[config.mk]
export PLATFORM = sky130hd
export DESIGN_NAME = pipeline_ctrl
export DESIGN_NICKNAME = d
export VERILOG_FILES = /design/src/rtl/pipeline_ctrl.sv
export SDC_FILE = /design/constraint.sdc
export NUM_CORES = 1
export LEC_CHECK = 0
export ABC_AREA = 1
export BUFFER_PORTS_ARGS = -buffer_cell sky130_fd_sc_hd__clkbuf_2
export CAP_MARGIN = 20
export CORE_MARGIN = 1.5
export CORE_UTILIZATION = 47
export CTS_BUF_LIST = sky130_fd_sc_hd__clkbuf_2
export DETAILED_ROUTE_END_ITERATION = 7
export GPL_ROUTABILITY_DRIVEN = 0
export PLACE_DENSITY = 0.75
export SYNTH_ARGS = -nofsm -noshare
export SYNTH_HDL_FRONTEND = slang
export SYNTH_SLANG_ARGS = --single-unit
[constraint.sdc]
create_clock -name clk -period 5.56 [get_ports clk]
set_input_delay 0.278 -clock clk [delete_from_list [all_inputs] [get_ports clk]]
set_output_delay 0.278 -clock clk [all_outputs]
set_load 0.05 [all_outputs]
[src/rtl/pipeline_ctrl.sv]
// pipeline_ctrl: hazard/stall controller driving PC stop, FD nop/flush, DE hold/flush and EX hold.
// Ports:
//   clk, rst_n                       clock, asynchronous active-low reset
//   rs1_addr, rs2_addr               decode source register indices
//   rs1_read, rs2_read               decode instruction reads rs1 / rs2
//   rd_addr, mem_read                execute destination index, execute instruction is a load
//   jump                             taken branch/jump resolved in execute
//   mdu_start, mdu_done              multi-cycle MDU start pulse / result valid
//   mem_req, mem_ready               outstanding data access / access completes this cycle
//   pc_stop, fd_nop, fd_flush        PC hold, FD hold, FD load zero
//   de_hold, de_flush, ex_hold       DE hold, DE bubble, EM hold with EX frozen
//   mem_timeout                      watchdog pulse on leaving a too-long memory wait
//   stall_cnt                        number of cycles with pc_stop asserted since reset
module pipeline_ctrl #(
    parameter int MEM_TIMEOUT = 16,
    parameter int CNT_W       = 32
) (
    input  logic             clk,
    input  logic             rst_n,
    input  logic [4:0]       rs1_addr,
    input  logic [4:0]       rs2_addr,
    input  logic             rs1_read,
    input  logic             rs2_read,
    input  logic [4:0]       rd_addr,
    input  logic             mem_read,
    input  logic             jump,
    input  logic             mdu_start,
    input  logic             mdu_done,
    input  logic             mem_req,
    input  logic             mem_ready,
    output logic             pc_stop,
    output logic             fd_nop,
    output logic             fd_flush,
    output logic             de_hold,
    output logic             de_flush,
    output logic             ex_hold,
    output logic             mem_timeout,
    output logic [CNT_W-1:0] stall_cnt
);
    localparam int WW = $clog2(MEM_TIMEOUT);
    typedef enum logic [1:0] {RUN, MEM_WAIT, MDU_WAIT} state_t;
    state_t state, state_nxt;
    logic [WW-1:0] cnt, cnt_nxt;
    logic hold, flush, lu, to;
    wire load_use = mem_read && rd_addr != 5'd0 &&
                    ((rs1_read && rs1_addr == rd_addr) || (rs2_read && rs2_addr == rd_addr));
    always_comb begin
        hold      = 1'b0;
        flush     = 1'b0;
        lu        = 1'b0;
        to        = 1'b0;
        state_nxt = state;
        cnt_nxt   = cnt;
        unique case (state)
            RUN: begin
                if (mem_req && !mem_ready) begin
                    hold      = 1'b1;
                    state_nxt = MEM_WAIT;
                    cnt_nxt   = WW'(1);
                end else if (mdu_start) begin
                    hold      = 1'b1;
                    state_nxt = MDU_WAIT;
                end else if (jump) begin
                    flush = 1'b1;
                end else begin
                    lu = load_use;
                end
            end
            MEM_WAIT: begin
                if (mem_ready) begin
                    state_nxt = RUN;
                    cnt_nxt   = '0;
                end else if (cnt == WW'(MEM_TIMEOUT - 1)) begin
                    to        = 1'b1;
                    flush     = 1'b1;
                    state_nxt = RUN;
                    cnt_nxt   = '0;
                end else begin
                    hold    = 1'b1;
                    cnt_nxt = cnt + 1'b1;
                end
            end
            MDU_WAIT: begin
                hold      = !mdu_done;
                state_nxt = mdu_done ? RUN : MDU_WAIT;
            end
            default: state_nxt = RUN;
        endcase
    end
    // Outputs are combinational, so the asynchronous reset must also mask them directly.
    assign pc_stop     = rst_n && (hold || lu);
    assign fd_nop      = rst_n && (hold || lu);
    assign fd_flush    = rst_n && flush;
    assign de_hold     = rst_n && hold;
    assign de_flush    = rst_n && (flush || lu);
    assign ex_hold     = rst_n && hold;
    assign mem_timeout = rst_n && to;
    always_ff @(posedge clk or negedge rst_n) begin
        if (!rst_n) begin
            state     <= RUN;
            cnt       <= '0;
            stall_cnt <= '0;
        end else begin
            state     <= state_nxt;
            cnt       <= cnt_nxt;
            stall_cnt <= stall_cnt + CNT_W'(pc_stop);
        end
    end
endmodule

Word level (Yosys, flattened, before mapping)
Cells that the tools add are included.
- register bits: 38
- bits of input ports: 25
- output and inout port bits: 39
- word-level logic and storage cells: 59
- $add $sub $neg: 2
- equal/unequal tests: 8
- muxes and demuxes: 26
- reduce and logical (&&, ||, !) cells: 20
- operators with widths (kind ; number):
    32-bit by 1-bit adder with 32-bit output ; 1
    1-bit 2-to-1 mux ; 14
    4-bit 2-to-1 mux ; 3
    5-bit equality test ; 2
    1-bit logical AND ; 10
    2-bit 2-to-1 mux ; 5
    4-bit case mux with 2 select lines ; 1
    3-bit inequality test, second input constant ; 2
    2-bit case mux with 3 select lines ; 1
    5-bit nonzero test ; 1
    4-bit by 1-bit adder with 4-bit output, second input constant ; 1
    4-bit equality test, second input constant ; 1
    2-bit AND reduction ; 2
    1-bit logical OR ; 3
    1-bit case mux with 3 select lines ; 1
    2-bit by 1-bit equality test with 1-bit output, second input constant ; 1
    2-bit equality test, second input constant ; 1
    1-bit logical NOT ; 2
    2-bit logical NOT ; 1
    2-bit inequality test, second input constant ; 1
    1-bit case mux with 2 select lines ; 1
    2-bit nonzero test ; 1

Logic depth before layout (Yosys ltp)
Gate-level depths: netlist of run 1.
- depth in word-level cells: 11
- gate-level depth with buffers: 17
- mapped depth without buffers: 17

Worst setup path after synthesis of run 1
No wires, ideal clock.
- path kind: reg2reg
- start point: register state[1]
- end point: register stall_cnt[18]
- library setup time: 0.141 ns
- arrival: 2.520 ns
- slack: 2.899 ns
- cell stages (with the launch flop): 15
- cell sequence: dfrtp_1 or2_1 nor2_2 nand2_1 nand3_1 nand2_1 nand2_1 ha_1 ha_1 inv_1 nor2_4 nand2_4 nor2_8 nand2_2 xnor2_2
- word-level cells in the longest chain between the ends: 5
- elaborated cells between the ends (all ways): 8
- those cells by class: 1 x add/sub; 2 x eq/ne; 2 x mux; 3 x reduce/logical
- ends and longest elaborated chain (item ; RTL line ; text):
    start, declared ; 42 ; state_t state, state_nxt;
    start signal, assigned ; 104 ; state <= state_nxt;
    2-bit equality test, or another cell as far along ; 54 ; unique case (state)
    1-bit case mux with 3 select lines or 1-bit 2-to-1 mux (tied branches) ; 54 ;
    1-bit logical OR * ; -- ;
    1-bit logical AND * ; -- ;
    net fd_nop ; 32 ; output logic fd_nop,
    32-bit by 1-bit adder with 32-bit output * ; 106 ; stall_cnt <= stall_cnt + CNT_W'(pc_stop);
    end signal, assigned ; 106 ;
    end, declared ; 38 ; output logic [CNT_W-1:0] stall_cnt
The timed path passes the listed nets; every way through them passes the cells marked *.
A chain may end at the register's enable or synchronous reset.

Worst setup path in the final report of run 1
- start point: input port rst_n
- end point: register stall_cnt[18]
- word-level cells in the longest chain between the ends: 2
- ends and longest elaborated chain (item ; RTL line ; text):
    start, declared ; 19 ; input logic rst_n,
    1-bit logical AND ; 91 ; assign pc_stop = rst_n && (hold || lu);
    32-bit by 1-bit adder with 32-bit output ; 106 ;
Every way passes these cells.

==> results.md, run 1 <==
* Cells on worst reg2reg path at 14
* Number of flops mapped to enable cells by yosys at 0
* HPWL after detailed placement at 4280 microns
* Worst skew pair latency at 0.39 ns
* Top_reg_cell synth: dfrtp_1
* Final Hold Fails at 0
* Switching part of the total at 44.2%
* Reg-to-Reg End: stall_cnt[18]
* Number of max-cap violations at 0
* Crit path time final at 2.89 ns
* Antenna violations before repair at 0
* Setup TNS at 0 ns
* Count leader, synth: nand2_1
* CP Launch Type: input port
* Final setup viols at 0
* Net Count, Synth at 362
* Crit share post-route at 52.0%
* Cell area power density at 262 nW/um^2
* Synth Register Bits at 38
* Synth-to-Final Area Change at 19.5%
* Die height at 73.9 microns
* Final Max Slew Viols at 0
* Grt total ovfl at 0
* Critical path type: in2reg
* Vias post-DR at 2231
* Die ar. at 5460 sq um
* Layout cells sized above 1 at 23.0%
* Via density at 4.73
* Synth warn at 0
* Clock Sinks at 38
* Post-CTS sizing at 0
* Peak VDD IR at 0.000249 V
* Unrepaired setup endpoints after global routing: false
* DIE WIDTH at 73.9 microns
* Global-route usage over all layers at 22.3%
* Hold Startpoint: mem_ready
* Worst-margin pin slew at 0.479 ns
* Clock Power Share at 16.5%
* Final wirelength at 5410 microns
* LEAKAGE at 1.54 nW
* Hold Path Class: in2reg
* Synth unique cells at 26
* Critical Path RT at 5.86 ns
* Fmax at 346 MHz
* Layout Nets at 432
* Hold EP: cnt[2]
* Syn Inst Count at 334
* Seq/Total Area, Yosys at 40.3%
* Inserted Diodes at 0
* Critical Path AT at 3.20 ns
* Clock H-tree levels at 2
* Residual DRC at 0
* Fin Clk Skew at 0.00843 ns
* P_int at 413 uW
* Io pins at 64
* Worst r2r src: state[1]
* Setup WS pre-CTS at 2.47 ns
* Top post-synthesis cells by count: nand2_1 (136), nor2_1 (51), dfrtp_1 (38), inv_1 (30)
* Slew margin rel. at 68.1%
* Top cells by area, synth: dfrtp_1 (40%), nand2_1 (22%), nor2_1 (8.1%)
* Status: completed
* Setup slack, reg-to-reg at 3.00 ns
* WL/cell at 11.5 microns
* Crit Path Max Fanout at 25
* Global-route wire length before repair at 9330 microns
* Asr flop ratio synth at 100%
* Number of global-route vias before repair at 2085
* CTS tree: yes
* Row Count at 25
* Final setup margin at 2.67 ns
* Routed Antenna Nets at 0
* Top-area cell type share of the netlist area at 40.3%
* Cell taking the most area after synthesis: dfrtp_1
* CTS root buf: clkbuf_2
* TritonRoute pass-1 iters at 4
* Clk buf depth at 2
* Reg power frac at 47.7%
* Reg clk slew, reported paths at 0.19 ns
* Comb power frac at 35.9%
* Worst Hold Path Cells at 4
* Post-Syn Area per Cell at 7.07 sq um
* 1st-iter DRT viols at 174
* Cell area after synthesis at 2360 sq um
* Clock buffer count from CTS at 5
* Net Sw Power at 327 uW
* Count of input and output buffers at 63
* CP Capture Type: register
* Starting density of the core at 49.3%
* Largest net degree at the start of global routing at 42
* Core Box Area at 4790 sq um
## power by group through the flow
stage / Sequential (mW) / Clock, mW / Combinational, mW
after floorplan: 0.419 / 0 / 0.135
after global placement: 0.356 / 0 / 0.259
after detailed placement: 0.358 / 0 / 0.262
after CTS: 0.352 / 0.125 / 0.264
after global routing: 0.359 / 0.137 / 0.291
final: 0.353 / 0.122 / 0.265
## sequential cells by signal (all words and copies together), names as in the netlist
signal	cells
stall_cnt	32
cnt	4
state	2
## logic make-up (layout without fill, tap and decap cells)
family	after synthesis	count (layout)	share of synthesized area, %
flip-flops	38	38	40.3
AND/OR/NAND/NOR	234	234	44.0
buffers and inverters	34	105	5.72
adder cells (fa/ha/maj)	3	3	1.59
AO/OA/AOI/OAI	8	8	1.80
XOR/XNOR	17	17	6.62
## final cells by class
cell class / instances / area, sq um
fill: 462 / 1960
multi-input combinational: 262 / 1270
sequential: 38 / 951
timing repair buffer: 65 / 353
inverter: 32 / 120
tap: 67 / 83.8
clock buffer: 6 / 30.0
clock inverter: 2 / 8.76
## worst max path at each step
stage                         from             to  slack [ns]  cells after the start
after floorplan           state[1]  stall_cnt[18]        2.90                     14
after global placement       rst_n  stall_cnt[18]        2.57                     15
after detailed placement     rst_n  stall_cnt[18]        2.47                     15
after CTS                    rst_n  stall_cnt[18]        2.91                     15
after global routing         rst_n  stall_cnt[22]        2.35                     18
final                        rst_n  stall_cnt[18]        2.67                     17
## critical path, cell delays in order
cell	delay, ns
dlygate4sd3_1	0.52
clkbuf_2	0.41
buf_16	0.23
inv_1	0.07
nor3b_1	0.17
nand2_1	0.08
nor2_1	0.10
nand2_1	0.07
nand2_1	0.10
ha_1	0.22
ha_1	0.23
inv_1	0.10
nor2_4	0.17
nand2_4	0.11
nor2_8	0.13
nand2_2	0.07
xnor2_2	0.14
## placed cells by master, fill, tap and decap left out
cell type / instances
nand3_2: 1
clkinv_2: 1
nor3_1: 2
xnor2_2: 1
dlygate4sd3_1: 1
inv_2: 2
o211ai_1: 1
nand2_2: 5
ha_1: 3
nor2_1: 51
nand3b_1: 11
xnor2_1: 5
a21oi_1: 4
nor2_2: 7
buf_16: 1
clkbuf_2: 69
nor3b_1: 1
xor2_1: 11
nor2_8: 1
clkinv_1: 1
nand4_1: 2
nand3_1: 10
and3_1: 1
nand2_1: 136
nand2_4: 1
dfrtp_1: 38
or2_1: 1
o21ai_0: 3
nor2_4: 4
inv_1: 30
## metrics by stage
step / power, mW / hold WS, ns / cells / utilization [%] / cell area (sq um)
floorplan: 0.554 / -0.0176 / 334 / - / 2360
global placement: 0.615 / 0.476 / 462 / 57.4 / 2750
detailed placement: 0.620 / 0.486 / 462 / 57.4 / 2750
CTS: 0.741 / 0.0312 / 470 / 58.2 / 2780
global route: 0.786 / 0.153 / 472 / 59.0 / 2820
finish: 0.740 / 0.160 / 472 / 59.0 / 2820
## timing repair
item                      in CTS  in global routing
hold buffers                   0                  1
setup buffers                  0                  0
hold endpoints to repair       0                 16
## metal layers
layer	share of wire [%]	track usage, %	up-vias
met2	46	35.3	57
met3	3.9	4.25	7
met4	1.3	8.23	0
met5	0	0	-
li1	-	-	1171
met1	48	30.2	996
Power figures use the tool's default switching activity.
==> run 2, diff against run 1 <==
- ABC_AREA: 1 -> 0
- PLACE_DENSITY: 0.75 -> 0.8
- clock period: 5.56 -> 2.4 ns (I/O delays scaled with it)
==> run 2 against run 1 <==
The flow now finishes with violations (negative setup slack). Count of clock-buffer cells in the layout unchanged. Clock power up 130%. Non-clock buffer count up 20. Routed wire length down 12%.
==> results.md, run 2 <==
* Status: complete, but fails checks (was completed)
* Failing checks: negative setup slack
* Cell family with most CP delay: simple AND/OR/NAND/NOR gates (was buffers and inverters)
* Top-area cell type share of the netlist area at 47.4% (was 40.3%)
* Worst Hold Path Cells at 4 (unchanged)
* Top cell by count, worst path: ha_4 (was nand2_1)
* Global-route wire length before repair at 7190 microns (was 9330 microns)
* Die height at 68.3 microns (was 73.9 microns)
* Clock Sinks at 38 (unchanged)
* Residual DRC at 0 (unchanged)
* Final Power at 1.68 mW (was 740 uW)
* CP max stage cell: dfrtp_1 (was dlygate4sd3_1)
* Setup WS pre-CTS at -0.0468 ns (was 2.47 ns)
* Net Sw Power at 681 uW (was 327 uW)
* Fin Clk Skew at 0.0217 ns (was 0.00843 ns)
* P_int at 1000 uW (was 413 uW)
* Filler cells at 324 (was 462)
* Cell area power density at 620 nW/um^2 (was 262 nW/um^2)
* Cell taking the most area after synthesis: dfrtp_1 (unchanged)
* Hold Path Class: in2reg (unchanged)
* HPWL after detailed placement at 3470 microns (was 4280 microns)
* Clock buffer count from CTS at 5 (unchanged)
* Crit path time final at 2.41 ns
* Setup slack, reg-to-reg at -0.01 ns (was 3.00 ns)
* Layout Nets at 299 (was 432)
* Crit share post-route at 100%
* Peak VDD IR at 0.000807 V (was 0.000249 V)
* 1st-iter DRT viols at 85 (was 174)
* Clock Power Share at 16.8% (was 16.5%)
* Worst-margin pin slew at 0.673 ns (was 0.479 ns)
* Grt total ovfl at 0 (unchanged)
* Core Box Area at 4060 sq um (was 4790 sq um)
* Inserted Diodes at 0 (unchanged)
* Cells on worst reg2reg path at 11 (was 14)
* Final setup margin at -0.00969 ns (was 2.67 ns)
* Commonest non-fill, non-tap cell in the layout: clkbuf_2 (was nand2_1)
* Count of input and output buffers at 63 (unchanged)
* Count leader, synth: dfrtp_1 (was nand2_1)
* Io pins at 64 (unchanged)
* Die ar. at 4670 sq um (was 5460 sq um)
* Clock H-tree levels at 2 (unchanged)
* TritonRoute pass-1 iters at 4 (unchanged)
* Final wirelength at 4740 microns (was 5410 microns)
* Max incr delay on CP at 0.44 ns (was 0.52 ns)
* Seq/Total Area, Yosys at 47.4% (was 40.3%)
* Comb power frac at 35.4% (was 35.9%)
* Max FFs per register at 32 (unchanged)
* Routed Antenna Nets at 0 (unchanged)
* Fmax at 415 MHz
* Setup TNS at -0.00969 ns (was 0 ns)
* Register with the most flip-flops: stall_cnt (unchanged)
* Top_reg_cell synth: dfrtp_1 (unchanged)
* Crit path depth at 11 (was 17)
* Number of global-route vias before repair at 1594 (was 2085)
* Vias post-DR at 1717 (was 2231)
* Layout cells sized above 1 at 42.3% (was 23.0%)
* Crit Path Max Fanout at 5 (was 25)
* Register Area at 952 sq um (was 951 sq um)
* CP Capture Type: register (unchanged)
* Synth warn at 0 (unchanged)
* Critical Path RT at 2.71 ns (was 5.86 ns)
* DIE WIDTH at 68.3 microns (was 73.9 microns)
* Number of max-cap violations at 0 (unchanged)
* CTS tree: yes (unchanged)
* Net Count, Synth at 211 (was 362)
* Critical Path AT at 2.72 ns (was 3.20 ns)
* Global-route usage over all layers at 21.3% (was 22.3%)
* Reg clk slew, reported paths at 0.20 ns (was 0.19 ns)
* Antenna violations before repair at 0 (unchanged)
* Worst Path Buf+Inv at 1 (was 5)
* Number of flops mapped to enable cells by yosys at 0 (unchanged)
* LEAKAGE at 1.37 nW (was 1.54 nW)
* Largest net degree at the start of global routing at 40 (was 42)
* Multi-input logic area at 1150 sq um (was 1270 sq um)
* Clk buf depth at 2 (unchanged)
* Syn Inst Count at 183 (was 334)
* Worst skew pair latency at 0.40 ns (was 0.39 ns)
* Slew margin rel. at 54.9% (was 68.1%)
* Cell area after synthesis at 2000 sq um (was 2360 sq um)
* Reg power frac at 47.7% (about the same)
* Final setup viols at 1 (was 0)
* Unrepaired setup endpoints after global routing: true (was false)
* Final Max Slew Viols at 0 (unchanged)
* Starting density of the core at 49.4% (was 49.3%)
* Row Count at 23 (was 25)
* Critical path type: reg2reg (was in2reg)
* Asr flop ratio synth at 100% (unchanged)
* Final Hold Fails at 0 (unchanged)
* Synth Register Bits at 38 (unchanged)
* Synth-to-Final Area Change at 35.2% (was 19.5%)
* Top post-synthesis cells by count: dfrtp_1 (38), xnor2_1 (23), nand2_1 (17), xor2_1 (17), nand3_1 (13) (was nand2_1 (136), nor2_1 (51), dfrtp_1 (38), inv_1 (30))
* Switching part of the total at 40.5% (was 44.2%)
* CP Launch Type: register (was input port)
* Via density at 5.33 (was 4.73)
* Registers with the most flip-flops: stall_cnt: 32 flops, cnt: 4 flops, state: 2 flops (unchanged)
* CTS root buf: clkbuf_2 (unchanged)
* Most frequent cells in the layout: clkbuf_2 (69), dfrtp_1 (37), xnor2_1 (22), buf_4 (19), xor2_1 (17) (was nand2_1 (136), clkbuf_2 (69), nor2_1 (51), dfrtp_1 (38), inv_1 (30))
* Synth unique cells at 39 (was 26)
* Top cells by area, synth: dfrtp_1 (47%), xnor2_1 (10%), xor2_1 (7.4%) (was dfrtp_1 (40%), nand2_1 (22%), nor2_1 (8.1%))
* CP Cell Sequence: buf_4 > nor3b_4 > nand2_2 > a21boi_4 > o21bai_4 > ha_4 > ha_4 > and4_4 > and3_4 > nand4_1 > xnor2_1 (was dlygate4sd3_1 > clkbuf_2 > buf_16 > inv_1 > nor3b_1 > nand2_1 > nor2_1 > nand2_1 > nand2_1 > ha_1 > ha_1 > inv_1 > nor2_4 > nand2_4 > nor2_8 > nand2_2 > xnor2_2)
* WL/cell at 14.7 microns (was 11.5 microns)
* Post-Syn Area per Cell at 11.0 sq um (was 7.07 sq um)
## run 2: cell types whose count changed in the layout (fill, tap and decap cells not counted), moves of 5 or more
cell,change
and4_1,+5
inv_1,-28
buf_4,+19
nand3b_1,-11
nor2_1,-45
nand2_1,-120
nand4_1,+7
xor2_1,+6
nor2_2,-6
xnor2_1,+17
## run 2: routing by layer
metal  up-vias  GRT usage, %  routed length [microns]
li1        826             -                        -
met1       851          26.3                     2130
met2        36          35.3                     2370
met3         4          6.91                      195
met4         0          6.50                       49
met5         -             0                        0
## run 2: cell families after synthesis
logic type               synth area share [%]
AO/OA/AOI/OAI                            4.93
adder cells (fa/ha/maj)                  1.87
XOR/XNOR                                 17.5
flip-flops                               47.4
multiplexers                             1.56
AND/OR/NAND/NOR                          25.0
buffers and inverters                    1.69
## run 2: power groups by stage
stage	sequential (mW)	combinational [mW]	clock, mW
after floorplan	0.969	0.218	0
after global placement	0.809	0.536	0
after detailed placement	0.813	0.555	0
after CTS	0.800	0.591	0.287
after global routing	0.814	0.635	0.315
final	0.802	0.596	0.283
## run 2: area by class of cell
cell class	count	area share [%]
clock inverter	2	0.323
sequential	38	35.1
inverter	2	0.277
multi-input combinational	139	42.5
timing repair buffer	85	18.4
clock buffer	6	1.11
tap	50	2.31
## run 2: worst paths after layout
check,from,end
setup / recovery,state[0],stall_cnt[26]
hold / removal,mdu_start,state[1]
setup reg to reg,state[0],stall_cnt[26]
hold reg to reg,stall_cnt[31],stall_cnt[31]
max in group asynchronous,rst_n,state[1]
min in group asynchronous,rst_n,stall_cnt[27]
## run 2: metrics by stage
step / instances / utilization (%) / area, sq um / hold WS [ns]
after floorplan: 183 / - / 2120 / -0.176
after global placement: 300 / 62.3 / 2530 / 0.303
after detailed placement: 300 / 62.3 / 2530 / 0.305
after CTS: 318 / 65.3 / 2650 / 0.0400
after global routing: 322 / 66.8 / 2710 / 0.0410
final: 322 / 66.8 / 2710 / 0.0689
## run 2: worst register-to-register path: stages (launching register included)
cell,delay [ns]
dfrtp_1,0.44
buf_4,0.14
nor3b_4,0.21
nand2_2,0.13
a21boi_4,0.15
o21bai_4,0.15
ha_4,0.17
ha_4,0.13
and4_4,0.27
and3_4,0.22
nand4_1,0.13
xnor2_1,0.19
## run 2: repair_timing
item,CTS,global route
endpoints found under the hold margin,39,0
hold buffers,2,0
gates cloned,0,0
pin swaps,8,6
gates resized for setup,2,5
setup buffers,8,4
setup endpoints to repair,11,19
